**src/rtl/lsu_pkg.sv**
```systemverilog
// Shared encodings for the load/store unit: access sizes, FSM states and
// the big-endian byte-enable mapping used by the store path.
package lsu_pkg;

  localparam logic [1:0] SZ_BYTE = 2'd0;
  localparam logic [1:0] SZ_HALF = 2'd1;
  localparam logic [1:0] SZ_WORD = 2'd2;

  typedef enum logic [1:0] {
    S_IDLE = 2'd0,
    S_LOAD = 2'd1,
    S_RESP = 2'd2
  } lsu_state_e;

  // Bit k of the result enables byte offset k, which lives in bits [31-8k -: 8].
  function automatic logic [3:0] byte_en(input logic [1:0] size, input logic [1:0] off);
    logic [3:0] be;
    case (size)
      SZ_BYTE: be = 4'b0001 << off;
      SZ_HALF: be = off[1] ? 4'b1100 : 4'b0011;
      SZ_WORD: be = 4'b1111;
      default: be = 4'b0000;
    endcase
    return be;
  endfunction

endpackage

```
**src/rtl/lsu_align.sv**
```systemverilog
// Combinational lane steering for stores and lane extraction plus
// sign/zero extension for loads, big-endian byte order.
module lsu_align
  import lsu_pkg::*;
(
  input  logic [1:0]  i_st_size,
  input  logic [31:0] i_st_wdata,
  output logic [31:0] o_st_wdata,
  input  logic [1:0]  i_ld_size,
  input  logic        i_ld_unsigned,
  input  logic [1:0]  i_ld_off,
  input  logic [31:0] i_ld_rdata,
  output logic [31:0] o_ld_data
);

  logic [7:0]  w_byte;
  logic [15:0] w_half;

  always_comb begin
    case (i_st_size)
      SZ_BYTE: o_st_wdata = {4{i_st_wdata[7:0]}};
      SZ_HALF: o_st_wdata = {2{i_st_wdata[15:0]}};
      default: o_st_wdata = i_st_wdata;
    endcase
  end

  always_comb begin
    case (i_ld_off)
      2'd0:    w_byte = i_ld_rdata[31:24];
      2'd1:    w_byte = i_ld_rdata[23:16];
      2'd2:    w_byte = i_ld_rdata[15:8];
      default: w_byte = i_ld_rdata[7:0];
    endcase
    w_half = i_ld_off[1] ? i_ld_rdata[15:0] : i_ld_rdata[31:16];
  end

  always_comb begin
    case (i_ld_size)
      SZ_BYTE: o_ld_data = {{24{~i_ld_unsigned & w_byte[7]}}, w_byte};
      SZ_HALF: o_ld_data = {{16{~i_ld_unsigned & w_half[15]}}, w_half};
      default: o_ld_data = i_ld_rdata;
    endcase
  end

endmodule

```
**src/rtl/load_store_unit.sv**
```systemverilog
// Memory-stage load/store unit: validates requests, drives the byte-enable
// data memory port and returns aligned, extended load data with a handshake.
module load_store_unit
  import lsu_pkg::*;
#(
  parameter int          ADDR_WIDTH = 11,
  parameter logic [31:0] BASE_ADDR  = 32'h1001_0000
) (
  input  logic                  clk,
  input  logic                  rst_n,
  input  logic                  req_valid,
  output logic                  req_ready,
  input  logic                  req_write,
  input  logic [1:0]            req_size,
  input  logic                  req_unsigned,
  input  logic [31:0]           req_addr,
  input  logic [31:0]           req_wdata,
  output logic                  resp_valid,
  input  logic                  resp_ready,
  output logic [31:0]           resp_rdata,
  output logic                  resp_err,
  output logic [31:0]           resp_badaddr,
  output logic                  mem_en,
  output logic [3:0]            mem_write,
  output logic [ADDR_WIDTH-1:0] mem_addr,
  output logic [31:0]           mem_wdata,
  input  logic [31:0]           mem_rdata
);

  // Window size in bytes; 33 bits so a full 32-bit window cannot wrap.
  localparam logic [32:0] WINDOW = 33'd4 << ADDR_WIDTH;

  lsu_state_e  r_state;
  logic [1:0]  r_size;
  logic [1:0]  r_off;
  logic        r_unsigned;
  logic [31:0] r_rdata;
  logic        r_err;
  logic [31:0] r_badaddr;

  logic [31:0] w_off;
  logic        w_range_err;
  logic        w_align_err;
  logic        w_err;
  logic        w_accept;
  logic        w_issue;
  logic [31:0] w_st_wdata;
  logic [31:0] w_ld_data;

  assign w_off       = req_addr - BASE_ADDR;
  assign w_range_err = (req_addr < BASE_ADDR) || ({1'b0, w_off} >= WINDOW);

  always_comb begin
    case (req_size)
      SZ_BYTE: w_align_err = 1'b0;
      SZ_HALF: w_align_err = req_addr[0];
      SZ_WORD: w_align_err = (req_addr[1:0] != 2'b00);
      default: w_align_err = 1'b1;
    endcase
  end

  assign w_err    = w_range_err | w_align_err;
  assign w_accept = (r_state == S_IDLE) && req_valid;
  assign w_issue  = w_accept && !w_err;

  lsu_align u_align (
    .i_st_size     (req_size),
    .i_st_wdata    (req_wdata),
    .o_st_wdata    (w_st_wdata),
    .i_ld_size     (r_size),
    .i_ld_unsigned (r_unsigned),
    .i_ld_off      (r_off),
    .i_ld_rdata    (mem_rdata),
    .o_ld_data     (w_ld_data)
  );

  // Memory port is live only for a qualified access in IDLE; zero otherwise.
  assign mem_en    = w_issue;
  assign mem_write = (w_issue && req_write) ? byte_en(req_size, req_addr[1:0]) : 4'b0000;
  assign mem_addr  = w_issue ? w_off[ADDR_WIDTH+1:2] : '0;
  assign mem_wdata = (w_issue && req_write) ? w_st_wdata : 32'd0;

  assign req_ready    = (r_state == S_IDLE);
  assign resp_valid   = (r_state == S_RESP);
  assign resp_rdata   = r_rdata;
  assign resp_err     = r_err;
  assign resp_badaddr = r_badaddr;

  always_ff @(posedge clk or negedge rst_n) begin
    if (!rst_n) begin
      r_state    <= S_IDLE;
      r_size     <= 2'd0;
      r_off      <= 2'd0;
      r_unsigned <= 1'b0;
      r_rdata    <= 32'd0;
      r_err      <= 1'b0;
      r_badaddr  <= 32'd0;
    end else begin
      case (r_state)
        S_IDLE: begin
          if (w_accept) begin
            r_err     <= w_err;
            r_badaddr <= w_err ? req_addr : 32'd0;
            r_rdata   <= 32'd0;
            if (w_err || req_write) begin
              r_state <= S_RESP;
            end else begin
              r_state    <= S_LOAD;
              r_size     <= req_size;
              r_unsigned <= req_unsigned;
              r_off      <= req_addr[1:0];
            end
          end
        end
        S_LOAD: begin
          r_rdata <= w_ld_data;
          r_state <= S_RESP;
        end
        S_RESP: begin
          if (resp_ready) r_state <= S_IDLE;
        end
        default: r_state <= S_IDLE;
      endcase
    end
  end

endmodule

```
**config.mk**
```make
export PLATFORM = sky130hd
export DESIGN_NAME = load_store_unit
export DESIGN_NICKNAME = d
export VERILOG_FILES = /design/src/rtl/lsu_pkg.sv /design/src/rtl/lsu_align.sv /design/src/rtl/load_store_unit.sv
export SDC_FILE = /design/constraint.sdc
export NUM_CORES = 1
export LEC_CHECK = 0
export ABC_AREA = 0
export CAP_MARGIN = 20
export CORE_MARGIN = 1.5
export CORE_UTILIZATION = 42
export CTS_BUF_LIST = sky130_fd_sc_hd__clkbuf_16
export DETAILED_ROUTE_END_ITERATION = 12
export GPL_TIMING_DRIVEN = 0
export MAX_ROUTING_LAYER = met4
export PLACE_DENSITY = 0.89
export SETUP_SLACK_MARGIN = 0.3
export SYNTH_ARGS = -nofsm -noshare
export SYNTH_HDL_FRONTEND = slang
export SYNTH_SLANG_ARGS = --single-unit
```
**constraint.sdc**
```tcl
create_clock -name clk -period 4.6 [get_ports clk]
set_input_delay 0.46 -clock clk [delete_from_list [all_inputs] [get_ports clk]]
set_output_delay 0.46 -clock clk [all_outputs]
set_load 0.005 [all_outputs]
```
==> flow_metrics.env, run 1 <==
export IMPL_dieWidth_um=101
export IMPL_cts_root_buf="clkbuf_16"
export IMPL_die_h_um=101
export IMPL_fin_tns_setup_ns=0
export IMPL_num_io_pins=219
export IMPL_r2r_setup_slack_ns=2.44
export IMPL_grt_usage_pct=28.4
export IMPL_maxSlewViolCount=0
export IMPL_final_common_cell="clkdlybuf4s50_1"
export IMPL_clkPwrFrac_pct=29.3
export IMPL_synth_adder_area_share_pct=0
export IMPL_num_antenna_cells=0
export IMPL_num_rows=35
export IMPL_tightest_slew_ns=0.903
export IMPL_dpl_cell_area_sq_um=6340
export IMPL_synth_compound_area_share_pct=19.5
export IMPL_r2r_start="r_state[0]"
export IMPL_fin_crit_sh_pct=80.9
export IMPL_yosysTopAreaCell="dfrtp_1"
export IMPL_syn_to_final_growth_pct=65.5
export IMPL_avgViaCountPerCell=5.35
export IMPL_ys_top_cells_by_area="dfrtp_1, nand2_1, mux2i_1, a221o_1, nor2_1"
export IMPL_dpl_cell_count=808
export IMPL_core_area_sq_um=9240
export IMPL_fmax_ghz=0.269
export IMPL_die_area_sq_um=10100
export IMPL_grt_max_degree=73
export IMPL_layout_drive_gt1_share_pct=5.19
export IMPL_cp_data_arrival_time_ns=3.26
export IMPL_hold_path_class="in -> async"
export IMPL_synth_top_family_by_area="simple AND/OR/NAND/NOR gates"
export IMPL_clockBufferDepth=2
export IMPL_cts_tree="done"
export IMPL_leakage_nw=2.83
export IMPL_grt_pass1_vias=4319
export IMPL_synthMuxAreaShare_pct=6.57
export IMPL_ys_ff_latch=72
export IMPL_crit_family="buffers and inverters"
export IMPL_setup_viol=0
export IMPL_fillCellCount=717
export IMPL_worstSetupEndpointType="output port"
export IMPL_synthSimpleGateAreaFrac_pct=24.9
export IMPL_synth_area_sq_um=4000
export IMPL_dp_hpwl_um=10800
export IMPL_drt_iter0_markers=216
export IMPL_slowest_delay_ns=0.54
export IMPL_seq_area_frac_synth_pct=45.1
export IMPL_drt_pass1_iter_count=5
export IMPL_crit_fanout=10
export IMPL_syn_inst=461
export IMPL_gp_congestion=0.987
export IMPL_post_cts_buffers=0
export IMPL_syn_nets=565
export IMPL_synth_xor_area_share_pct=0.219
export IMPL_cts_sinks=72
export IMPL_p_sw_mw=0.656
export IMPL_synth_edff_count=0
export IMPL_power_frac_comb_pct=32.9
export IMPL_yosysWarnings=0
export IMPL_power_density_nw_per_um2=340
export IMPL_start_util_pct=43.3
export IMPL_seqCellArea_sq_um=1800
export IMPL_cts_hold_buf=0
export IMPL_path_cells="clkdlybuf4s50_1, or2_1, buf_2, o21ai_2, nand3b_1, a2111oi_2, buf_2, and3_1, clkdlybuf4s50_1"
export IMPL_routed_via_count=4406
export IMPL_clkTransAtPathRegs_ns=0.06
export IMPL_ir_drop_uv=231
export IMPL_utilization_pct=71.6
export IMPL_mostFrequentLayoutCells="clkdlybuf4s50_1, nand2_1, dfrtp_1, nor2_1, o21ai_0"
export IMPL_htreeDepth=3
export IMPL_r2r_end="resp_rdata[30]"
export IMPL_ctsResizeCount=0
export IMPL_swShare_pct=29.2
export IMPL_cts_buffers=9
export IMPL_drc=0
export IMPL_wire_per_inst_um=17.0
export IMPL_synth_avg_cell_area_sq_um=8.67
export IMPL_crit_path_start_kind="input port"
export IMPL_hold_viol=0
export IMPL_insertion_delay_ns=0.32
export IMPL_routed_wl_um=14000
export IMPL_synth_top_area_share_pct=45.1
export IMPL_slew_headroom_pct=39.8
export IMPL_final_area_sq_um=6620
export IMPL_internal_power_mw=1.59
export IMPL_timing_max_cap_violations=0
export IMPL_fin_skew_ns=0.00571
export IMPL_multiInputGateArea_sq_um=2050
export IMPL_min_period_ns=3.72
export IMPL_antenna_found_initial=0
export IMPL_io_buffers=218
export IMPL_status="finished, final reports clean"
export IMPL_cp_required_ns=4.14
export IMPL_fin_nets=794
export IMPL_layout_cells_non_filler=823
export IMPL_ant_nets=0
export IMPL_grt_overflow=0
export IMPL_reg2reg_depth=5
export IMPL_path_class="in -> out"
export IMPL_synth_flop_cell="dfrtp_1"
export IMPL_async_flop_share_pct=100
export IMPL_cp_slowest_cell="a2111oi_2"
export IMPL_synth_distinct_cells=45
export IMPL_critPathBufInv=4
export IMPL_power_total_mw=2.25
export IMPL_grt_pass1_wl_um=21900
export IMPL_p_seq_share_pct=37.9
export IMPL_rsz0062_at_grt="no"
==> worst max path at each step <==
| stage | start | endpoint | depth (start not counted) |
|---|---|---|---|
| after floorplan | req_addr[20] | mem_wdata[16] | 7 |
| after global placement | rst_n | resp_err | 1 |
| after detailed placement | req_size[0] | mem_wdata[4] | 9 |
| after CTS | req_size[0] | mem_wdata[7] | 9 |
| after global routing | req_addr[20] | mem_wdata[4] | 8 |
| final | req_size[0] | mem_wdata[7] | 9 |
==> Yosys cell counts (2+ instances only) <==
master      n
a21oi_2     3
o31ai_1     7
mux2_4      4
and2_1     20
buf_1       3
nand2_1   117
a211oi_1    7
nand2b_1    6
nor2b_1    10
o21a_1      8
a21oi_1    19
clkbuf_1   19
a2111o_1    2
buf_6       2
dfrtp_1    72
inv_1       3
and3_1      8
o21ai_1    10
buf_2       6
mux2i_1    18
o21bai_1    2
nand4_1     2
nor2_1     42
nor4b_1     2
nor3_2      2
and4b_1     2
nand3b_1    3
a221o_1    16
o21ai_0    30
==> logic make-up after synthesis <==
logic type | Yosys count
flops | 72
buf+inv | 33
mux | 23
xor+xnor | 1
compound gates | 113
simple gates | 219
==> worst reg2reg max path: stages, from the launching register on <==
cell,delay [ns]
dfrtp_1,0.39
nor2b_1,0.46
nand2_1,0.10
a21oi_1,0.53
clkbuf_1,0.42
a221o_1,0.20
==> cell type report <==
cell class              count  share of cell area, %
flip-flops and latches     72                   27.2
clock buffers               9                   3.40
clock inverters             6                  0.794
plain buffers              30                   2.04
multi-input cells         356                   31.0
well taps                 129                   2.44
repair buffers            218                   32.9
inverters                   3                  0.170
==> metrics by stage <==
stage,worst slack (ns),hold WS (ns)
after global routing,0.741,0.359
after floorplan,2.30,0.164
after global placement,0.732,0.460
after CTS,0.863,0.306
after detailed placement,0.869,0.466
final,0.878,0.264
==> routing by layer <==
layer	global-route usage [%]	routed length [um]	up-vias
met3	5.34	977	42
met5	-	0	-
li1	-	-	2069
met2	46.5	6740	220
met1	35.0	5850	2075
met4	10.8	457	0
==> state kept, by name, summed over array words and instances, names as in the netlist <==
name          cells
r_state           2
r_size            2
resp_badaddr     32
resp_rdata       32
r_unsigned        1
r_off             2
resp_err          1
==> power groups by stage <==
stage	sequential [mW]	combinational, mW	clock (mW)
finish	0.852	0.739	0.658
detailed placement	0.860	0.737	0
CTS	0.852	0.741	0.664
global placement	0.853	0.719	0
global route	0.867	0.804	0.694
floorplan	0.864	0.236	0
No activity file was read; power rests on OpenSTA's default activity.
==> inputs of run 2 (changes only) <==
--- a/config.mk
+++ b/config.mk
@@ -8,12 +8,12 @@
 export ABC_AREA = 0
 export CAP_MARGIN = 20
 export CORE_MARGIN = 1.5
-export CORE_UTILIZATION = 42
+export CORE_UTILIZATION = 39
 export CTS_BUF_LIST = sky130_fd_sc_hd__clkbuf_16
 export DETAILED_ROUTE_END_ITERATION = 12
 export GPL_TIMING_DRIVEN = 0
 export MAX_ROUTING_LAYER = met4
-export PLACE_DENSITY = 0.89
+export PLACE_DENSITY = 0.84
 export SETUP_SLACK_MARGIN = 0.3
 export SYNTH_ARGS = -nofsm -noshare
 export SYNTH_HDL_FRONTEND = slang
==> constraint.sdc (replaced) <==
create_clock -name clk -period 3.75 [get_ports clk]
set_input_delay 0.375 -clock clk [delete_from_list [all_inputs] [get_ports clk]]
set_output_delay 0.375 -clock clk [all_outputs]
set_load 0.005 [all_outputs]
==> run 2 against run 1 <==
- worst setup slack lost 0.44 ns
- worst hold slack lost 0.088 ns
- sequential share of layout area fell by 0.23 points
- flip-flop and latch count unchanged
- die area up 7.5%
- total power increased by 24%
- final area is 0.85% higher
- global-route usage shrank 2.0 points
- sequential power is 22% higher
- core utilization is 4.0 points lower
- critical path depth decreased by 1
- clock power is 30% higher
- largest power group unchanged
==> flow_metrics.env, run 2 (synthesis results as in run 1) <==
export IMPL_post_cts_buffers=0
export IMPL_insertion_delay_ns=0.32
export IMPL_hold_path_class="in -> async"
export IMPL_clkTransAtPathRegs_ns=0.06
export IMPL_num_rows=36
export IMPL_cts_tree="done"
export IMPL_maxSlewViolCount=0
export IMPL_worstSetupEndpointType="output port"
export IMPL_core_area_sq_um=9860
export IMPL_r2r_setup_slack_ns=1.55
export IMPL_internal_power_mw=1.97
export IMPL_grt_pass1_vias=4329
export IMPL_antenna_found_initial=0
export IMPL_ir_drop_uv=364
export IMPL_power_total_mw=2.80
export IMPL_cp_data_arrival_time_ns=2.94
export IMPL_grt_max_degree=73
export IMPL_dieWidth_um=104
export IMPL_crit_path_frequent_cell="clkdlybuf4s50_1"
export IMPL_wire_per_inst_um=17.0
export IMPL_clkPwrFrac_pct=30.5
export IMPL_start_util_pct=40.5
export IMPL_slew_headroom_pct=40.2
export IMPL_die_area_sq_um=10900
export IMPL_routed_wl_um=14100
export IMPL_fin_nets=794
export IMPL_min_period_ns=3.31
export IMPL_io_buffers=218
export IMPL_grt_usage_pct=26.4
export IMPL_swShare_pct=29.7
export IMPL_num_io_pins=219
export IMPL_cts_root_buf="clkbuf_16"
export IMPL_mostFrequentLayoutCells="clkdlybuf4s50_1, nand2_1, dfrtp_1, nor2_1, o21ai_0"
export IMPL_grt_pass1_wl_um=22400
export IMPL_ant_nets=0
export IMPL_dp_hpwl_um=10800
export IMPL_cp_required_ns=3.38
export IMPL_p_sw_mw=0.832
export IMPL_clockBufferDepth=2
export IMPL_rsz0062_at_grt="no"
export IMPL_leakage_nw=2.86
export IMPL_num_antenna_cells=0
export IMPL_path_cells="clkdlybuf4s50_1, nor3_4, nand4_1, nand3b_1, a2111oi_4, buf_2, and3_1, clkdlybuf4s50_1"
export IMPL_die_h_um=104
export IMPL_cts_buffers=9
export IMPL_r2r_end="resp_rdata[23]"
export IMPL_r2r_start="r_state[0]"
export IMPL_avgViaCountPerCell=5.18
export IMPL_slowest_delay_ns=0.51
export IMPL_power_density_nw_per_um2=419
export IMPL_final_common_cell="clkdlybuf4s50_1"
export IMPL_gp_congestion=0.909
export IMPL_crit_fanout=10
export IMPL_cp_slowest_cell="clkdlybuf4s50_1"
export IMPL_p_seq_share_pct=37.3
export IMPL_cts_hold_buf=0
export IMPL_fin_skew_ns=0.00702
export IMPL_fmax_ghz=0.302
export IMPL_hold_viol=0
export IMPL_tightest_slew_ns=0.898
export IMPL_fin_crit_sh_pct=88.3
export IMPL_hold_ws_ns=0.176
export IMPL_status="finished, final reports clean"
export IMPL_cts_sinks=72
export IMPL_path_class="in -> out"
export IMPL_reg2reg_depth=5
export IMPL_layout_drive_gt1_share_pct=5.76
export IMPL_crit_path_start_kind="input port"
export IMPL_drc=0
export IMPL_timing_max_cap_violations=0
export IMPL_setup_viol=0
export IMPL_routed_via_count=4291
export IMPL_drt_iter0_markers=238
export IMPL_power_frac_comb_pct=32.2
export IMPL_syn_to_final_growth_pct=66.9
export IMPL_grt_overflow=0
export IMPL_drt_pass1_iter_count=4
export IMPL_htreeDepth=3
==> run 2: cell count changes in the layout (fill, tap and decap cells not counted), sizes merged <==
cell | previous run | this run
clkdlybuf4s50 | 217 | 215
dlymetal6s2s | 0 | 2
clkinv | 4 | 2
inv | 4 | 5
clkinvlp | 0 | 2
==> run 2: power by group through the flow <==
stage	sequential (mW)	clock, mW	combinational, mW
global route	1.07	0.887	0.986
detailed placement	1.05	0	0.899
CTS	1.05	0.856	0.906
floorplan	1.06	0	0.290
global placement	1.05	0	0.877
finish	1.04	0.853	0.900
==> run 2: what timing repair did <==
action,4_1_cts,5_1_grt
endpoints found under the setup margin,12,36
resized for setup,1,7
pin swaps,0,2
==> run 2: stage by stage <==
stage               setup slack [ns]  instance area [sq um]  instances  util (%)  setup TNS (ns)
floorplan                       1.62                   4000        461         -               0
global placement             -0.0528                   6350        812      64.3           -3.30
detailed placement             0.240                   6340        812      64.3               0
CTS                            0.326                   6650        828      67.4               0
global route                   0.311                   6670        828      67.6               0
finish                         0.440                   6670        828      67.6               0
==> run 2: worst max path at each step <==
stage,start,end,slack (ns),cells past startpoint
finish,req_addr[19],mem_wdata[3],0.44,8
global route,req_addr[23],mem_wdata[28],0.31,9
CTS,req_size[0],mem_wdata[3],0.33,9
detailed placement,req_size[0],mem_wdata[2],0.24,9
global placement,rst_n,resp_badaddr[4],-0.05,1
floorplan,req_addr[20],mem_wdata[16],1.62,7
==> run 2: final cells by class <==
| class | count | area [sq um] |
|---|---|---|
| Tap cell | 133 | 166 |
| Clock buffer | 9 | 225 |
| Clock inverter | 7 | 71.3 |
| Inverter | 3 | 11.3 |
| Buffer | 30 | 136 |
| Timing Repair Buffer | 218 | 2180 |
| Sequential cell | 72 | 1800 |
| Fill cell | 794 | 3190 |
| Multi-Input combinational cell | 356 | 2080 |
==> run 2: worst max-delay path, delay by kind of cell <==
kind	cells	cell delay [ns]
buffers and inverters	3	1.26
AND/OR/NAND/NOR	4	0.89
AO/OA/AOI/OAI	1	0.40
==> run 2: routing by layer <==
| metal | global-route usage, % | routed length, um | vias up |
|---|---|---|---|
| met4 | 6.45 | 193 | 0 |
| met1 | 33.0 | 6120 | 2026 |
| met3 | 5.01 | 863 | 20 |
| met2 | 44.1 | 6890 | 178 |
| li1 | - | - | 2067 |
| met5 | - | 0 | - |
